## config.mk

```make
export PLATFORM = sky130hd
export DESIGN_NAME = spin_bet_controller
export DESIGN_NICKNAME = d
export VERILOG_FILES = /design/src/rtl/slot_pkg.sv /design/src/rtl/payout_calc.sv /design/src/rtl/spin_bet_controller.sv
export SDC_FILE = /design/constraint.sdc
export NUM_CORES = 1
export LEC_CHECK = 0
export BUFFER_PORTS_ARGS = -buffer_cell sky130_fd_sc_hd__buf_2
export CAP_MARGIN = 10
export CELL_PAD_IN_SITES_DETAIL_PLACEMENT = 0
export CELL_PAD_IN_SITES_GLOBAL_PLACEMENT = 1
export CORE_MARGIN = 5
export CORE_UTILIZATION = 47
export CTS_CLUSTER_DIAMETER = 60
export CTS_CLUSTER_SIZE = 8
export DETAILED_ROUTE_END_ITERATION = 8
export GPL_ROUTABILITY_DRIVEN = 0
export GPL_TIMING_DRIVEN = 0
export MAX_ROUTING_LAYER = met4
export PLACE_DENSITY = 0.8
export REMOVE_ABC_BUFFERS = 1
export SLEW_MARGIN = 0
export SYNTH_ARGS = -nofsm -noshare
export SYNTH_HDL_FRONTEND = slang
export SYNTH_SLANG_ARGS = --single-unit
export TNS_END_PERCENT = 30
```

## constraint.sdc

```tcl
create_clock -name gameClk -period 6.6 [get_ports gameClk]
set_input_delay 0.99 -clock gameClk [delete_from_list [all_inputs] [get_ports gameClk]]
set_output_delay 0.99 -clock gameClk [all_outputs]
set_load 0.005 [all_outputs]
```

## src/rtl/slot_pkg.sv

```systemverilog
// Shared definitions for the slot machine money path: money width and
// ceiling, match codes, controller state encoding and saturation helpers.
package slot_pkg;

  localparam int MONEY_W   = 11;
  localparam int MONEY_MAX = 2047;
  localparam int CALC_W    = 16;

  localparam logic [1:0] MATCH_NONE    = 2'd0;
  localparam logic [1:0] MATCH_PAIR    = 2'd1;
  localparam logic [1:0] MATCH_TRIPLE  = 2'd2;
  localparam logic [1:0] MATCH_JACKPOT = 2'd3;

  typedef enum logic [1:0] {
    IDLE   = 2'd0,
    SPIN   = 2'd1,
    SETTLE = 2'd2
  } state_t;

  // Zero-extend a money value into the wide intermediate domain.
  function automatic logic [CALC_W-1:0] widen(input logic [MONEY_W-1:0] v);
    return CALC_W'(v);
  endfunction

  // Clamp a wide intermediate back into the money range.
  function automatic logic [MONEY_W-1:0] sat_money(input logic [CALC_W-1:0] v);
    if (v > CALC_W'(MONEY_MAX)) return MONEY_W'(MONEY_MAX);
    return v[MONEY_W-1:0];
  endfunction

endpackage

```

## src/rtl/payout_calc.sv

```systemverilog
// Settlement arithmetic: match code -> multiplier -> payout, then the new
// balance (balance - invested + payout + bonus) saturated to the money range.
// Purely combinational so display/test logic can reuse it.
module payout_calc
  import slot_pkg::*;
#(
  parameter int MULT_PAIR    = 2,
  parameter int MULT_TRIPLE  = 5,
  parameter int MULT_JACKPOT = 20
) (
  input  logic [1:0]         match,
  input  logic [MONEY_W-1:0] balance,
  input  logic [MONEY_W-1:0] invested,
  input  logic [MONEY_W-1:0] bonus,
  output logic [MONEY_W-1:0] new_balance
);

  logic [CALC_W-1:0] mult;
  logic [CALC_W-1:0] payout;
  logic [CALC_W-1:0] total;

  // Multiplier lookup, payout and saturated settlement.
  always_comb begin
    mult = '0;
    case (match)
      MATCH_PAIR:    mult = CALC_W'(MULT_PAIR);
      MATCH_TRIPLE:  mult = CALC_W'(MULT_TRIPLE);
      MATCH_JACKPOT: mult = CALC_W'(MULT_JACKPOT);
      default:       mult = '0;
    endcase
    payout = widen(invested) * mult;
    // invested never exceeds balance, so the subtraction cannot wrap.
    total = widen(balance) - widen(invested) + payout + widen(bonus);
    new_balance = sat_money(total);
  end

endmodule

```

## src/rtl/spin_bet_controller.sv

```systemverilog
// Money-path sequencer for the slot machine: coins, bets, spin launch,
// reel wait and payout settlement.
// Optional reel watchdog enabled by defining SPIN_TIMEOUT_EN.
//
// state  | meaning
// IDLE   | accepting coins, bets and spin requests
// SPIN   | reels running; coins still accepted, waiting for reels_done
// SETTLE | one cycle: apply payout, clear invested
module spin_bet_controller
  import slot_pkg::*;
#(
  parameter int COIN_VALUE   = 10,
  parameter int BET_STEP     = 5,
  parameter int MAX_BET      = 50,
  parameter int MULT_PAIR    = 2,
  parameter int MULT_TRIPLE  = 5,
  parameter int MULT_JACKPOT = 20
`ifdef SPIN_TIMEOUT_EN
  , parameter int TIMEOUT_CYCLES = 1023
`endif
) (
  input  logic               gameClk,
  input  logic               rst,
  input  logic               coin_btn,
  input  logic               bet_btn,
  input  logic               spin_btn,
  input  logic               reels_done,
  input  logic [1:0]         match_code,
  output logic               spin_start,
  output logic               busy,
  output logic [MONEY_W-1:0] current_balance,
  output logic [MONEY_W-1:0] current_money_invested,
  output logic               spin_fault
);

  localparam logic [CALC_W-1:0] COIN_W  = CALC_W'(COIN_VALUE);
  localparam logic [CALC_W-1:0] STEP_W  = CALC_W'(BET_STEP);
  localparam logic [CALC_W-1:0] MAXBET_W = CALC_W'(MAX_BET);

  state_t             state;
  logic [MONEY_W-1:0] balance;
  logic [MONEY_W-1:0] invested;
  logic [1:0]         match_q;
  logic [MONEY_W-1:0] coin_balance;
  logic [MONEY_W-1:0] settle_balance;
  logic [MONEY_W-1:0] bonus;
  logic [CALC_W-1:0]  bet_sum;
  logic               bet_ok;

`ifdef SPIN_TIMEOUT_EN
  logic [9:0] timer;
  logic       fault_q;
  logic       timer_tc;
  assign timer_tc = (timer == '0);
`endif

  // Coin is applied first; the bet check then sees the post-coin balance.
  always_comb begin
    coin_balance = balance;
    if (coin_btn) coin_balance = sat_money(widen(balance) + COIN_W);
    bet_sum = widen(invested) + STEP_W;
    bet_ok  = bet_btn && (bet_sum <= MAXBET_W) && (bet_sum <= widen(coin_balance));
    bonus   = coin_btn ? MONEY_W'(COIN_VALUE) : '0;
  end

  payout_calc #(
    .MULT_PAIR    (MULT_PAIR),
    .MULT_TRIPLE  (MULT_TRIPLE),
    .MULT_JACKPOT (MULT_JACKPOT)
  ) u_payout (
    .match       (match_q),
    .balance     (balance),
    .invested    (invested),
    .bonus       (bonus),
    .new_balance (settle_balance)
  );

  // Controller FSM with registered money registers and pulse outputs.
  always_ff @(posedge gameClk) begin
    if (rst) begin
      state      <= IDLE;
      balance    <= '0;
      invested   <= '0;
      match_q    <= MATCH_NONE;
      spin_start <= 1'b0;
`ifdef SPIN_TIMEOUT_EN
      timer      <= '0;
      fault_q    <= 1'b0;
`endif
    end else begin
      spin_start <= 1'b0;
`ifdef SPIN_TIMEOUT_EN
      fault_q    <= 1'b0;
`endif
      case (state)
        IDLE: begin
          balance <= coin_balance;
          if (bet_ok) invested <= bet_sum[MONEY_W-1:0];
          // Spin qualifies on the pre-bet invested value.
          if (spin_btn && (invested != '0)) begin
            state      <= SPIN;
            spin_start <= 1'b1;
`ifdef SPIN_TIMEOUT_EN
            timer      <= 10'(TIMEOUT_CYCLES - 1);
`endif
          end
        end
        SPIN: begin
          balance <= coin_balance;
          if (reels_done) begin
            match_q <= match_code;
            state   <= SETTLE;
          end
`ifdef SPIN_TIMEOUT_EN
          else if (timer_tc) begin
            // Watchdog expiry refunds the bet by simply dropping it.
            invested <= '0;
            fault_q  <= 1'b1;
            state    <= IDLE;
          end else begin
            timer <= timer - 10'd1;
          end
`endif
        end
        SETTLE: begin
          balance  <= settle_balance;
          invested <= '0;
          state    <= IDLE;
        end
        default: state <= IDLE;
      endcase
    end
  end

  assign busy                   = (state == SPIN) || (state == SETTLE);
  assign current_balance        = balance;
  assign current_money_invested = invested;

`ifdef SPIN_TIMEOUT_EN
  assign spin_fault = fault_q;
`else
  assign spin_fault = 1'b0;
`endif

endmodule

```

==> flow_metrics.tcl <==
set metrics [dict create \
    status "completed" \
    peakVddDrop_mv 0.410 \
    crit_path_start_kind "flop" \
    die_area_um2 12000 \
    max-clock-path-buffers 2 \
    core-area_um2 9730 \
    synthCells 577 \
    stdcell_area_um2 5000 \
    hold_buffers 0 \
    hp-class "reg -> reg" \
    drt_pre_antenna_iters 5 \
    ios 33 \
    grt_pass1_vias 3827 \
    layout_common_cells "ha_1 (76), inv_1 (63), nand2_1 (37), a21oi_1 (37), nor2_1 (36)" \
    fillers 976 \
    grt_max_degree 30 \
    worst-path-max-fanout 9 \
    synth_edf_count 0 \
    regArea_um2 547 \
    rsz0062_at_grt "no" \
    antenna_cells 0 \
    final_cells 723 \
    maxCapViolations 0 \
    num_vias 4090 \
    required_ns 6.75 \
    drtAntennaViolNets 0 \
    cts-root-buf "clkbuf_8" \
    yosysWarnings 0 \
    crit_type "reg -> reg" \
    placed_cell_area_um2 4890 \
    final_common_cell "ha_1" \
    routed_via_density 5.66 \
    fin_skew_ns 0.0155 \
    nNetsFinal 708 \
    setup_viol 0 \
    cts_buffers 3 \
    clock_sinks 27 \
    io_buffer_count 31 \
    drive_gt1_share_pct 9.83 \
    utilization_pct 51.4 \
    antenna_found_initial 0 \
    crit_path_max_incr_delay_ns 0.49 \
    worstPathArrival_ns 6.40 \
    worst-path-buf-inv 1 \
    slew_violations 0 \
    avgSynthCellArea_um2 8.10 \
    drc 0 \
    worst_slew_pin_slew_ns 1.09 \
    async_flop_share_pct 0 \
    pwr_density_cell_nw_per_um2 475 \
    crit_path_top_delay_cell "fa_1" \
    dominantRegCellSynth "dfxtp_1" \
    insertion_delay_ns 0.29 \
    tns_ns 0 \
    relSlewSlack_pct 26.7 \
    synth.distinct_cells 66 \
    min_period_over_period_pct 94.7 \
    cts-htree-levels 1 \
    critPathTopFamily "adder cells" \
    grt_overflow 0 \
    dieWidth_um 110 \
    initial_core_util_pct 48.0 \
    grt_pass1_wl_mm 18.8 \
    area_growth_pct 6.99 \
    period_needed_ns 6.25 \
    crit_chain "inv_1 -> ha_1 -> nor2b_1 -> o21ai_0 -> a21oi_1 -> o21ai_1 -> a21oi_1 -> a311oi_2 -> xnor2_1 -> fa_1 -> fa_1 -> fa_1 -> ha_1 -> ha_1 -> a211oi_1 -> o21bai_1 -> a21o_1 -> a221oi_1 -> mux2_2 -> nor4b_2 -> o22ai_1" \
    cts_tree "built" \
    seq_area_frac_synth_pct 11.6 \
    hpwl_mm 9.36 \
    drt-total-wl_mm 11.3 \
    rows 36 \
    fmax_mhz 160 \
    wire_per_inst_um 15.7 \
    leakagePower_nw 2.45 \
    final_hold_viol_count 0 \
    multiInputGateArea_um2 3830 \
    dr.first_iter.drc_count 254 \
    ys_seq_elements 27 \
    post-place-cells 718 \
    synth_area_um2 4670 \
    fp.dieH_um 110 \
    grt_usage_pct 20.1 \
    clkSlewWorstSetupHoldPaths_ns 0.11 \
    end_kind "flop" \
    hold_slack_ns 0.557 \
]
==> layer usage <==
layer / GRT usage [%] / wire, µm / vias up
li1: - / - / 2048
met1: 29.0 / 5580 / 1946
met2: 31.0 / 5200 / 83
met3: 1.82 / 439 / 13
met4: 3.65 / 124 / 0
met5: - / 0 / -
==> state kept, by name, indices dropped and copies added, names as in the netlist <==
name and cells:
current_balance 11, current_money_invested 11, match_q 2, spin_start 1
state 2
==> worst paths after layout <==
path | cells past startpoint | startpoint | to | slack [ns]
max | 21 | current_money_invested[1]$_SDFFE_PP0P_ | current_balance[9]$_SDFFE_PP0P_ | 0.35
max reg2reg | 21 | current_money_invested[1]$_SDFFE_PP0P_ | current_balance[9]$_SDFFE_PP0P_ | 0.35
min | 2 | current_balance[0]$_SDFFE_PP0P_ | current_balance[0]$_SDFFE_PP0P_ | 0.56
min reg2reg | 2 | current_balance[0]$_SDFFE_PP0P_ | current_balance[0]$_SDFFE_PP0P_ | 0.56
==> layout make-up <==
type | count | area share [%]
multi-input cells | 464 | 76.6
flip-flops and latches | 27 | 10.9
inverters | 63 | 4.73
repair buffers | 32 | 3.50
well taps | 133 | 3.33
clock buffers | 4 | 0.901
==> metrics by stage <==
stage | total power, mW | setup slack [ns]
floorplan | 1.77 | 0.760
global placement | 2.19 | -0.236
detailed placement | 2.24 | -0.193
CTS | 2.36 | 0.0131
global route | 2.68 | 0.00688
finish | 2.37 | 0.349
==> worst register-to-register path: cells and delay by family, from the launching register on <==
family | cells | cell delay (ns)
adder cells (fa/ha/maj) | 6 | 2.39
AO/OA/AOI/OAI | 10 | 2.04
flip-flops | 1 | 0.48
AND/OR/NAND/NOR | 2 | 0.48
multiplexers | 1 | 0.43
XOR/XNOR | 1 | 0.17
buffers and inverters | 1 | 0.13
==> logic make-up (layout without fill, tap and decap cells) <==
group,Yosys count,after routing,share of synthesized area [%]
AND/OR/NAND/NOR,193,193,22.2
other,1,1,0.0803
flip-flops,27,27,11.6
buffers and inverters,86,99,7.23
AO/OA/AOI/OAI,129,129,18.4
multiplexers,5,5,1.12
adder cells (fa/ha/maj),109,109,34.3
XOR/XNOR,27,27,5.06
==> what timing repair did <==
item / CTS / global route
gates resized for setup: 4 / 12
setup buffers: 0 / 1
endpoints found under the setup margin: 11 / 11
pin swaps: 0 / 4
==> power breakdown <==
| part | total, mW | internal [mW] | leakage, nW | switching [mW] |
|---|---|---|---|---|
| sequential | 0.290 | 0.203 | 0.221 | 0.0870 |
| clock | 0.101 | 0.0435 | 0.0228 | 0.0573 |
| combinational | 1.98 | 0.856 | 2.20 | 1.13 |
==> synth_stat cells, drive strengths merged, types with 5 or more instances <==
library cell,instances,share of area [%]
ha,77,21
inv,63,5.1
a21oi,39,4.3
nand2,37,3.0
nor2,36,2.9
fa,32,14
dfxtp,27,12
o21ai,27,2.9
and2,20,2.7
xnor2,19,3.6
nor2b,17,2.3
clkbuf,16,1.3
nand2b,15,2.0
nor3,13,1.7
and3,12,1.6
nand3,11,1.2
a21o,10,1.6
nor4,9,1.3
xor2,8,1.5
buf,7,0.88
nand4,7,0.94
a31oi,5,0.67
No activity file was read; power rests on OpenSTA's default activity.
